File: config.mk
export PLATFORM = sky130hd
export DESIGN_NAME = crc5_frame_ctl_flat
export DESIGN_NICKNAME = d
export VERILOG_FILES = /design/src/rtl/crc5_frame_ctl_pkg.sv /design/src/rtl/crc5_frame_ctl_if.sv /design/src/rtl/crc5_shift.sv /design/src/rtl/crc5_frame_ctl.sv /design/src/flat_wrapper.sv
export SDC_FILE = /design/constraint.sdc
export NUM_CORES = 1
export LEC_CHECK = 0
export CAP_MARGIN = 40
export CORE_AREA = 2 2 48 50
export CTS_BUF_LIST = sky130_fd_sc_hd__clkbuf_16
export DETAILED_ROUTE_END_ITERATION = 12
export DIE_AREA = 0 0 50 52
export GPL_TIMING_DRIVEN = 1
export PLACE_DENSITY = 0.74
export REMOVE_ABC_BUFFERS = 1
export SYNTH_ARGS = -nofsm -noshare
export SYNTH_HDL_FRONTEND = slang
export SYNTH_SLANG_ARGS = --single-unit
File: constraint.sdc
create_clock -name clk -period 1.9 [get_ports clk]
set_input_delay 0.285 -clock clk [delete_from_list [all_inputs] [get_ports clk]]
set_output_delay 0.285 -clock clk [all_outputs]
set_load 0.01 [all_outputs]
File: src/rtl/crc5_frame_ctl_pkg.sv
// crc5_pkg: shared types and constants for the Gen2 CRC-5 frame controller.
// Holds the controller state enum, the CRC-5 polynomial taps, the preset and
// residue values, the nominal Query length, and the one-bit update function.
package crc5_pkg;

    typedef enum logic [1:0] {
        IDLE  = 2'd0,
        SHIFT = 2'd1,
        CHECK = 2'd2
    } crc5_state_e;

    localparam int         CRC5_W         = 5;
    // x^5 + x^3 + 1 with the x^5 term implicit: feedback lands on bits 3 and 0
    localparam logic [4:0] CRC5_POLY_TAPS = 5'b01001;
    localparam logic [4:0] CRC5_PRESET    = 5'b01001;
    localparam logic [4:0] CRC5_RESIDUE   = 5'b00000;
    localparam int         QUERY_LEN      = 22;

    // Advances the CRC register by one frame bit (MSB-first serial division)
    function automatic logic [4:0] crc5_next(input logic [4:0] crc, input logic b);
        logic fb;
        fb = b ^ crc[4];
        return {crc[3:0], 1'b0} ^ (fb ? CRC5_POLY_TAPS : 5'b00000);
    endfunction

endpackage

File: src/rtl/crc5_frame_ctl_if.sv
// crc5_frame_ctl_if: bit-stream and result bundle between the packet decoder /
// command FSM (master) and the CRC-5 frame controller (slave).
// Optional macro CRC5_ERRCNT_EN adds the err_clr / err_cnt pair.
interface crc5_frame_ctl_if;
    import crc5_pkg::*;

    logic              start;
    logic [4:0]        frame_len;
    logic              abort;
    logic              bit_valid;
    logic              bit_in;
    logic              busy;
    logic              crc_done;
    logic              crc_ok;
    logic [CRC5_W-1:0] crc;
    logic [4:0]        bit_cnt;
`ifdef CRC5_ERRCNT_EN
    logic              err_clr;
    logic [7:0]        err_cnt;
`endif

`ifdef CRC5_ERRCNT_EN
    modport master (
        output start, frame_len, abort, bit_valid, bit_in, err_clr,
        input  busy, crc_done, crc_ok, crc, bit_cnt, err_cnt
    );
    modport slave (
        input  start, frame_len, abort, bit_valid, bit_in, err_clr,
        output busy, crc_done, crc_ok, crc, bit_cnt, err_cnt
    );
`else
    modport master (
        output start, frame_len, abort, bit_valid, bit_in,
        input  busy, crc_done, crc_ok, crc, bit_cnt
    );
    modport slave (
        input  start, frame_len, abort, bit_valid, bit_in,
        output busy, crc_done, crc_ok, crc, bit_cnt
    );
`endif

endinterface

File: src/rtl/crc5_shift.sv
// crc5_shift: 5-bit Gen2 CRC register, x^5+x^3+1, MSB-first.
// Synchronous load of the preset and a clock enable replace gating of the
// CRC clock/reset; load has priority over the enable.
module crc5_shift
    import crc5_pkg::*;
#(
    parameter logic [4:0] PRESET = CRC5_PRESET
) (
    input  logic       clk,
    input  logic       reset,
    input  logic       i_load,
    input  logic       i_en,
    input  logic       i_bit,
    output logic [4:0] o_crc
);

    logic [4:0] r_crc;

    // Preset on reset or frame start, otherwise fold in one bit when enabled
    always_ff @(posedge clk) begin
        if (reset || i_load) begin
            r_crc <= PRESET;
        end else if (i_en) begin
            r_crc <= crc5_next(r_crc, i_bit);
        end
    end

    assign o_crc = r_crc;

endmodule

File: src/rtl/crc5_frame_ctl.sv
// crc5_frame_ctl: sequences the CRC-5 check of one reader frame.
// Presets the CRC on start, shifts exactly frame_len bits, then checks the
// Gen2 residue and reports it with a one-cycle crc_done pulse.
// Optional macro CRC5_ERRCNT_EN adds a saturating failed-frame counter.
module crc5_frame_ctl
    import crc5_pkg::*;
#(
    parameter int         MAX_LEN    = 31,
    parameter logic [4:0] CRC_PRESET = CRC5_PRESET
) (
    input  logic                   clk,
    input  logic                   reset,
    crc5_frame_ctl_if.slave        bus
);

    localparam int CNT_W = $clog2(MAX_LEN + 1);

    localparam logic [1:0] S_IDLE  = IDLE;
    localparam logic [1:0] S_SHIFT = SHIFT;
    localparam logic [1:0] S_CHECK = CHECK;

    logic [1:0]       r_state;
    logic [CNT_W-1:0] r_bitCnt;
    logic [CNT_W-1:0] r_len;
    logic             r_short;
    logic             r_ok;
    logic             r_done;

    logic             w_lenOk;
    logic             w_take;
    logic [CNT_W-1:0] w_bitCntNext;
    logic [4:0]       w_crc;

    // A frame shorter than its own CRC or longer than the counter range is
    // rejected up front and still reports a (failing) result.
    assign w_lenOk      = (bus.frame_len >= 5'd5) && (int'(bus.frame_len) <= MAX_LEN);
    assign w_take       = (r_state == S_SHIFT) && bus.bit_valid && !bus.start && !bus.abort;
    assign w_bitCntNext = r_bitCnt + 1'b1;

    crc5_shift #(
        .PRESET (CRC_PRESET)
    ) u_shift (
        .clk    (clk),
        .reset  (reset),
        .i_load (bus.start),
        .i_en   (w_take),
        .i_bit  (bus.bit_in),
        .o_crc  (w_crc)
    );

    // Frame sequencer: start wins over abort and over everything in flight
    always_ff @(posedge clk) begin
        if (reset) begin
            r_state  <= S_IDLE;
            r_bitCnt <= '0;
            r_len    <= '0;
            r_short  <= 1'b0;
            r_ok     <= 1'b0;
            r_done   <= 1'b0;
        end else begin
            r_done <= 1'b0;
            if (bus.start) begin
                r_state  <= w_lenOk ? S_SHIFT : S_CHECK;
                r_bitCnt <= '0;
                r_len    <= CNT_W'(bus.frame_len);
                r_short  <= !w_lenOk;
                r_ok     <= 1'b0;
            end else begin
                case (r_state)
                    S_IDLE: begin
                        r_state <= S_IDLE;
                    end
                    S_SHIFT: begin
                        if (bus.abort) begin
                            r_state <= S_IDLE;
                        end else if (w_take) begin
                            r_bitCnt <= w_bitCntNext;
                            if (w_bitCntNext == r_len) begin
                                r_state <= S_CHECK;
                            end
                        end
                    end
                    S_CHECK: begin
                        r_state <= S_IDLE;
                        if (!bus.abort) begin
                            r_ok   <= (w_crc == CRC5_RESIDUE) && !r_short;
                            r_done <= 1'b1;
                        end
                    end
                    default: begin
                        r_state <= S_IDLE;
                    end
                endcase
            end
        end
    end

    assign bus.busy     = (r_state == S_SHIFT) || (r_state == S_CHECK);
    assign bus.crc_done = r_done;
    assign bus.crc_ok   = r_ok;
    assign bus.crc      = w_crc;
    assign bus.bit_cnt  = 5'(r_bitCnt);

`ifdef CRC5_ERRCNT_EN
    logic [7:0] r_errCnt;

    // Count reported failures, saturating; a clear beats a same-cycle increment
    always_ff @(posedge clk) begin
        if (reset || bus.err_clr) begin
            r_errCnt <= 8'h00;
        end else if (r_done && !r_ok && (r_errCnt != 8'hFF)) begin
            r_errCnt <= r_errCnt + 8'h01;
        end
    end

    assign bus.err_cnt = r_errCnt;
`endif

endmodule

File: src/flat_wrapper.sv
// flat-port wrapper written by rule: the top's interface ports become plain ports
module crc5_frame_ctl_flat import crc5_pkg::*;
#(
    parameter int         MAX_LEN    = 31,
    parameter logic [4:0] CRC_PRESET = CRC5_PRESET
)
  (clk, reset, bus_start, bus_frame_len, bus_abort, bus_bit_valid, bus_bit_in, bus_busy, bus_crc_done, bus_crc_ok, bus_crc, bus_bit_cnt);
  crc5_frame_ctl_if bus_i ();
  input  logic clk;
  input  logic reset;
  input wire logic [$bits(bus_i.start)-1:0] bus_start;
  input wire logic [$bits(bus_i.frame_len)-1:0] bus_frame_len;
  input wire logic [$bits(bus_i.abort)-1:0] bus_abort;
  input wire logic [$bits(bus_i.bit_valid)-1:0] bus_bit_valid;
  input wire logic [$bits(bus_i.bit_in)-1:0] bus_bit_in;
  output wire logic [$bits(bus_i.busy)-1:0] bus_busy;
  output wire logic [$bits(bus_i.crc_done)-1:0] bus_crc_done;
  output wire logic [$bits(bus_i.crc_ok)-1:0] bus_crc_ok;
  output wire logic [$bits(bus_i.crc)-1:0] bus_crc;
  output wire logic [$bits(bus_i.bit_cnt)-1:0] bus_bit_cnt;
  assign bus_i.start = bus_start;
  assign bus_i.frame_len = bus_frame_len;
  assign bus_i.abort = bus_abort;
  assign bus_i.bit_valid = bus_bit_valid;
  assign bus_i.bit_in = bus_bit_in;
  assign bus_busy = bus_i.busy;
  assign bus_crc_done = bus_i.crc_done;
  assign bus_crc_ok = bus_i.crc_ok;
  assign bus_crc = bus_i.crc;
  assign bus_bit_cnt = bus_i.bit_cnt;
  crc5_frame_ctl #(.MAX_LEN(MAX_LEN), .CRC_PRESET(CRC_PRESET)) u_core (.clk(clk), .reset(reset), .bus(bus_i));
endmodule
# After elaboration in Yosys (flattened, before gate mapping)
# Cells that the tools add are included.
[totals] ff_bits=20 out_inout_bits=13 input_bits=11
[op_classes] eq_ne=5 mux=8 bitwise_logic=4 reduce_logical=16 n_addsub=1 order_cmp=1
[op_table] op="$mux W2" n=6
[op_table] op="$ne A4 B4 Y1 const B" n=2
[op_table] op="$add A5 B1 Y5 const B" n=1
[op_table] op="$eq A5 B5 Y1" n=1
[op_table] op="$ge A5 B3 Y1 const B" n=1
[op_table] op="$logic_not A5 Y1" n=1
[op_table] op="$xor A5 B4 Y5" n=1
[op_table] op="$logic_and A1 B1 Y1" n=4
[op_table] op="$logic_not A1 Y1" n=4
[op_table] op="$mux W4" n=1
[op_table] op="$reduce_and A2 Y1" n=2
[op_table] op="$reduce_and A3 Y1" n=1
[op_table] op="$reduce_or A3 Y1" n=1
[op_table] op="$eq A2 B1 Y1 const B" n=1
[op_table] op="$eq A2 B2 Y1 const B" n=1
[op_table] op="$logic_or A1 B1 Y1" n=2
[op_table] op="$not A1 Y1" n=2
[op_table] op="$reduce_or A2 Y1" n=1
[op_table] op="$mux W1" n=1
[op_table] op="$xor A1 B1 Y1" n=1

# Longest topological paths before layout
[depth] word_depth=8 depth_mapped=6 ltp_nobuf=6

# Modules after synthesis
# Synthesis repeated with hierarchy kept, for this count alone.
[unflattened] cells_unflattened=106 hier_area_um2=999.7
[by_module_without_submodules] module="crc5_frame_ctl" instances=1 cells_each=86 area_per_inst_um2=778.2 seq_area_each_um2=300.3
[by_module_without_submodules] module="crc5_shift" instances=1 cells_each=20 area_per_inst_um2=221.5 seq_area_each_um2=100.1

# Worst setup path before layout
# Ideal clock, no wire load.
[synth_path] path_type="flip-flop to flip-flop" startpoint="register u_core.r_bitCnt[0] (netlist: u_core.bus.bit_cnt[0])" endpoint="register u_core.r_state[0]" path_slack_ps=258 period_less_slack_ps=1642 n_path_buf=0 t_required_ps=1781 t_arrival_ps=1523 path_stages_with_launch=6 cell_sequence="dfxtp_1 -> ha_1 -> xnor2_1 -> nand3_1 -> or3_1 -> o221a_1"
[synth_via] elab_chain_cells=4
[synth_lines] element="start: declaration" line_no="crc5_frame_ctl.sv:23" source="logic [CNT_W-1:0] r_bitCnt;"
[synth_lines] element="start signal: assignment" line_no="crc5_frame_ctl.sv:77" source="r_bitCnt <= w_bitCntNext;"
[synth_lines] element="$add A5 B1 Y5" line_no="crc5_frame_ctl.sv:38" source="assign w_bitCntNext = r_bitCnt + 1'b1;"
[synth_lines] element="via u_core.w_bitCntNext[1]" line_no="crc5_frame_ctl.sv:31" source="logic [CNT_W-1:0] w_bitCntNext;"
[synth_lines] element="$eq A5 B5 Y1" line_no="crc5_frame_ctl.sv:78" source="if (w_bitCntNext == r_len) begin"
[synth_lines] element="$ne A4 B4 Y1 (no line)"
[synth_lines] element="$reduce_and A2 Y1 (no line)"
[synth_lines] element="end signal: assignment" line_no="crc5_frame_ctl.sv:63" source="r_state <= w_lenOk ? S_SHIFT : S_CHECK;"
[synth_lines] element="end: declaration" line_no="crc5_frame_ctl.sv:22" source="logic [1:0] r_state;"
# The timed path passes the listed nets, and every way through them passes these cells.
# A chain may end at the register's enable or synchronous reset.

# Final worst setup path
[layout_path] startpoint="register u_core.r_state[0]" endpoint="output bus_busy"
[layout_via] elab_chain_cells=2 elab_cells_between_ends=3 classes_between="2 x eq/ne; 1 x reduce/logical"
[layout_lines] element="$eq A2 B1 Y1 / $eq A2 B2 Y1 (equally long branches)" line_no="crc5_frame_ctl.sv:98" source="assign bus.busy = (r_state == S_SHIFT) || (r_state == S_CHECK);"
[layout_lines] element="$logic_or A1 B1 Y1 *" line_no="crc5_frame_ctl.sv:98"
[layout_lines] element="end: declaration" line_no="flat_wrapper.sv:16" source="output wire logic [$bits(bus_i.busy)-1:0] bus_busy;"
# Mark *: on every way between the ends. The rest lies on a longest branch, timed or not.

==> results.toml <==
[synthesis]
avgSynthCellArea_um2 = 9.22
synth_cell_types = 27
seq_area_frac_synth_pct = 42.2
netlist_area_um2 = 950
ys_warn_count = 0
async_flop_share_pct = 0
synthFlopType = "dfxtp_1"
syn-instance-count = 103
synth_edf_count = 0
ys_seq_elements = 20

[route]
route.detailed.drc = 0
dr.pass1.iters = 3
drtIter0Drc = 4
routed_wl_mm = 2.01
num_vias = 806
via_per_inst = 5.04
wire_per_inst_um = 12.6
ant_nets = 0

[finish]
drive_above_1_share_pct = 8.33
nNetsFinal = 147
multi_input_area_um2 = 513
final_core_util_pct = 62.7
fillers = 183
area_growth_pct = 39.1
stdcell_count = 160
seqCellArea_um2 = 400
diodes = 0

[place]
place_congestion = 0.810
post-dp-hpwl_mm = 1.55
port_buffers = 23
placed_cells = 156

[worst_setup_path]
crit_type = "flop to output port"
cp_max_fo = 2
crit_arrival_ps = 1480
cp.required_ps = 1620
start_kind = "flop"
setup.worst_path.end_class = "output port"

[clocking]
clockBufferDepth = 2
tritoncts = "done"
htree_levels = 1
cts_buffers = 3
cts_root_buf = "clkbuf_16"
cts.sink_count = 20
path_clk_slew_ps = 50
insertion_delay_ps = 250
post_cts_buffers = 0
cts-resized-gates = 0
holdBufCountCts = 0

[power]
leakage_nw = 0.544
pwr_density_cell_nw_per_um2 = 721
power_w = 0.000952
ir_drop_v = 0.000596

[hold_path]
hp-class = "flop to flop"

[global_routing]
antenna_found_initial = 0
grt_pass1_vias = 826
overflow = 0
grt_pass1_wl_mm = 3.51
grt_usage_pct = 18.1
grt_max_degree = 12

[sta]
rsz0062_at_grt = "false"
setup_violations = 0
fmax_ghz = 0.566
min_period_ps = 1770
finalCritPeriodShare_pct = 93.1
maxSlewViolCount = 0
max_slew_margin_pct = 74.8
finClkSkew_ps = 1.63
hold_violations = 0
worst_pin_slew_ps = 378

[floorplanning]
core_um2 = 2110
die_h_um = 52
start_util_pct = 45.1
rows = 17
io_pins = 24
die_w_um = 50
die_area_um2 = 2600

[status]
outcome = "completed"

[flow_run]
drv_cap = 0
[cell type report]
cell class / count / share of cell area [%]
repair buffers: 29 / 20.8
inverters: 5 / 1.42
clock buffers: 3 / 5.68
flip-flops and latches: 20 / 30.3
multi-input cells: 74 / 38.8
well taps: 28 / 2.65
clock inverters: 1 / 0.284
[worst paths after layout]
check                                    to  cells past startpoint  slack, ps                            from
min             u_core.r_short$_SDFFE_PP0P_                      2        480     u_core.r_short$_SDFFE_PP0P_
min reg2reg     u_core.r_short$_SDFFE_PP0P_                      2        480     u_core.r_short$_SDFFE_PP0P_
max                                bus_busy                      4        130  u_core.r_state[0]$_SDFFE_PP0P_
max reg2reg  u_core.r_state[1]$_SDFFE_PP0P_                      5        220  u_core.r_state[1]$_SDFFE_PP0P_
[per-layer routing]
metal | track usage [%] | wire length [µm] | vias up
li1 | - | - | 417
met1 | 21.5 | 941 | 373
met2 | 30.3 | 974 | 11
met3 | 2.87 | 47 | 5
met4 | 11.6 | 46 | 0
met5 | 0 | 0 | -
[flip-flops by register name (all words and copies together) (netlist names)]
signal,flops
u_core.r_short,1
u_core.r_len,5
u_core.bus.crc_done,1
u_core.bus.bit_cnt,5
u_core.r_state,2
u_core.u_shift.o_crc,5
u_core.bus.crc_ok,1
[per-stage QoR]
| stage | setup WS, ps | cell area (µm²) | setup TNS [ps] | hold slack, ps |
|---|---|---|---|---|
| 2_1_floorplan | 258 | 932 | 0 | 354 |
| 3_3_place_gp | 32.1 | 1240 | 0 | 475 |
| 3_5_place_dp | -30.7 | 1240 | -30.7 | 486 |
| 4_1_cts | 111 | 1320 | 0 | 493 |
| 5_1_grt | 35.0 | 1320 | 0 | 510 |
| 6_report | 132 | 1320 | 0 | 484 |
[report_power, final]
group / total (W) / internal, W / switching (W)
Sequential: 0.000436 / 0.000429 / 0.00000699
Clock: 0.000426 / 0.000280 / 0.000146
Combinational: 0.0000897 / 0.0000497 / 0.0000400
Total: 0.000952 / 0.000759 / 0.000193
[Yosys cell counts, types with 3 or more instances]
library cell | n | area share, %
ha_1 | 3 | 4.0
inv_1 | 5 | 2.0
mux2i_1 | 9 | 9.5
o211ai_1 | 3 | 2.4
a21oi_1 | 4 | 2.1
or3_1 | 3 | 2.0
nor2_1 | 17 | 6.7
xor2_1 | 6 | 5.5
dfxtp_1 | 20 | 42
o21ai_0 | 3 | 1.6
nand3_1 | 4 | 2.1
xnor2_1 | 4 | 3.7
[cell usage in the layout (no fill, tap or decap), drive strengths merged, types with 5 or more instances in the layout]
| cell type | synthesis | layout |
|---|---|---|
| buf | 2 | 6 |
| clkdlybuf4s50 | 0 | 23 |
| dfxtp | 20 | 20 |
| inv | 5 | 5 |
| mux2i | 9 | 9 |
| nor2 | 17 | 17 |
| o21ai | 5 | 5 |
| xor2 | 6 | 6 |
[critical path, cell delays in order, from the launching register on]
cell and delay, ps:
dfxtp_1 330, inv_1 60, ha_1 280, inv_1 50, clkdlybuf4s50_1 520
[cell families (layout without fill, tap and decap cells)]
family	Yosys count	in the layout	share of synthesized area, %
and+or+nand+nor	37	37	20.7
DFF	20	20	42.2
AOI/OAI and AO/OA	15	15	10.7
xor gates and xnor gates	10	10	9.22
muxes	9	9	9.49
buffers and inverters	9	38	3.82
adders and majority gates	3	3	3.95
No activity file was read; power rests on OpenSTA's default activity.
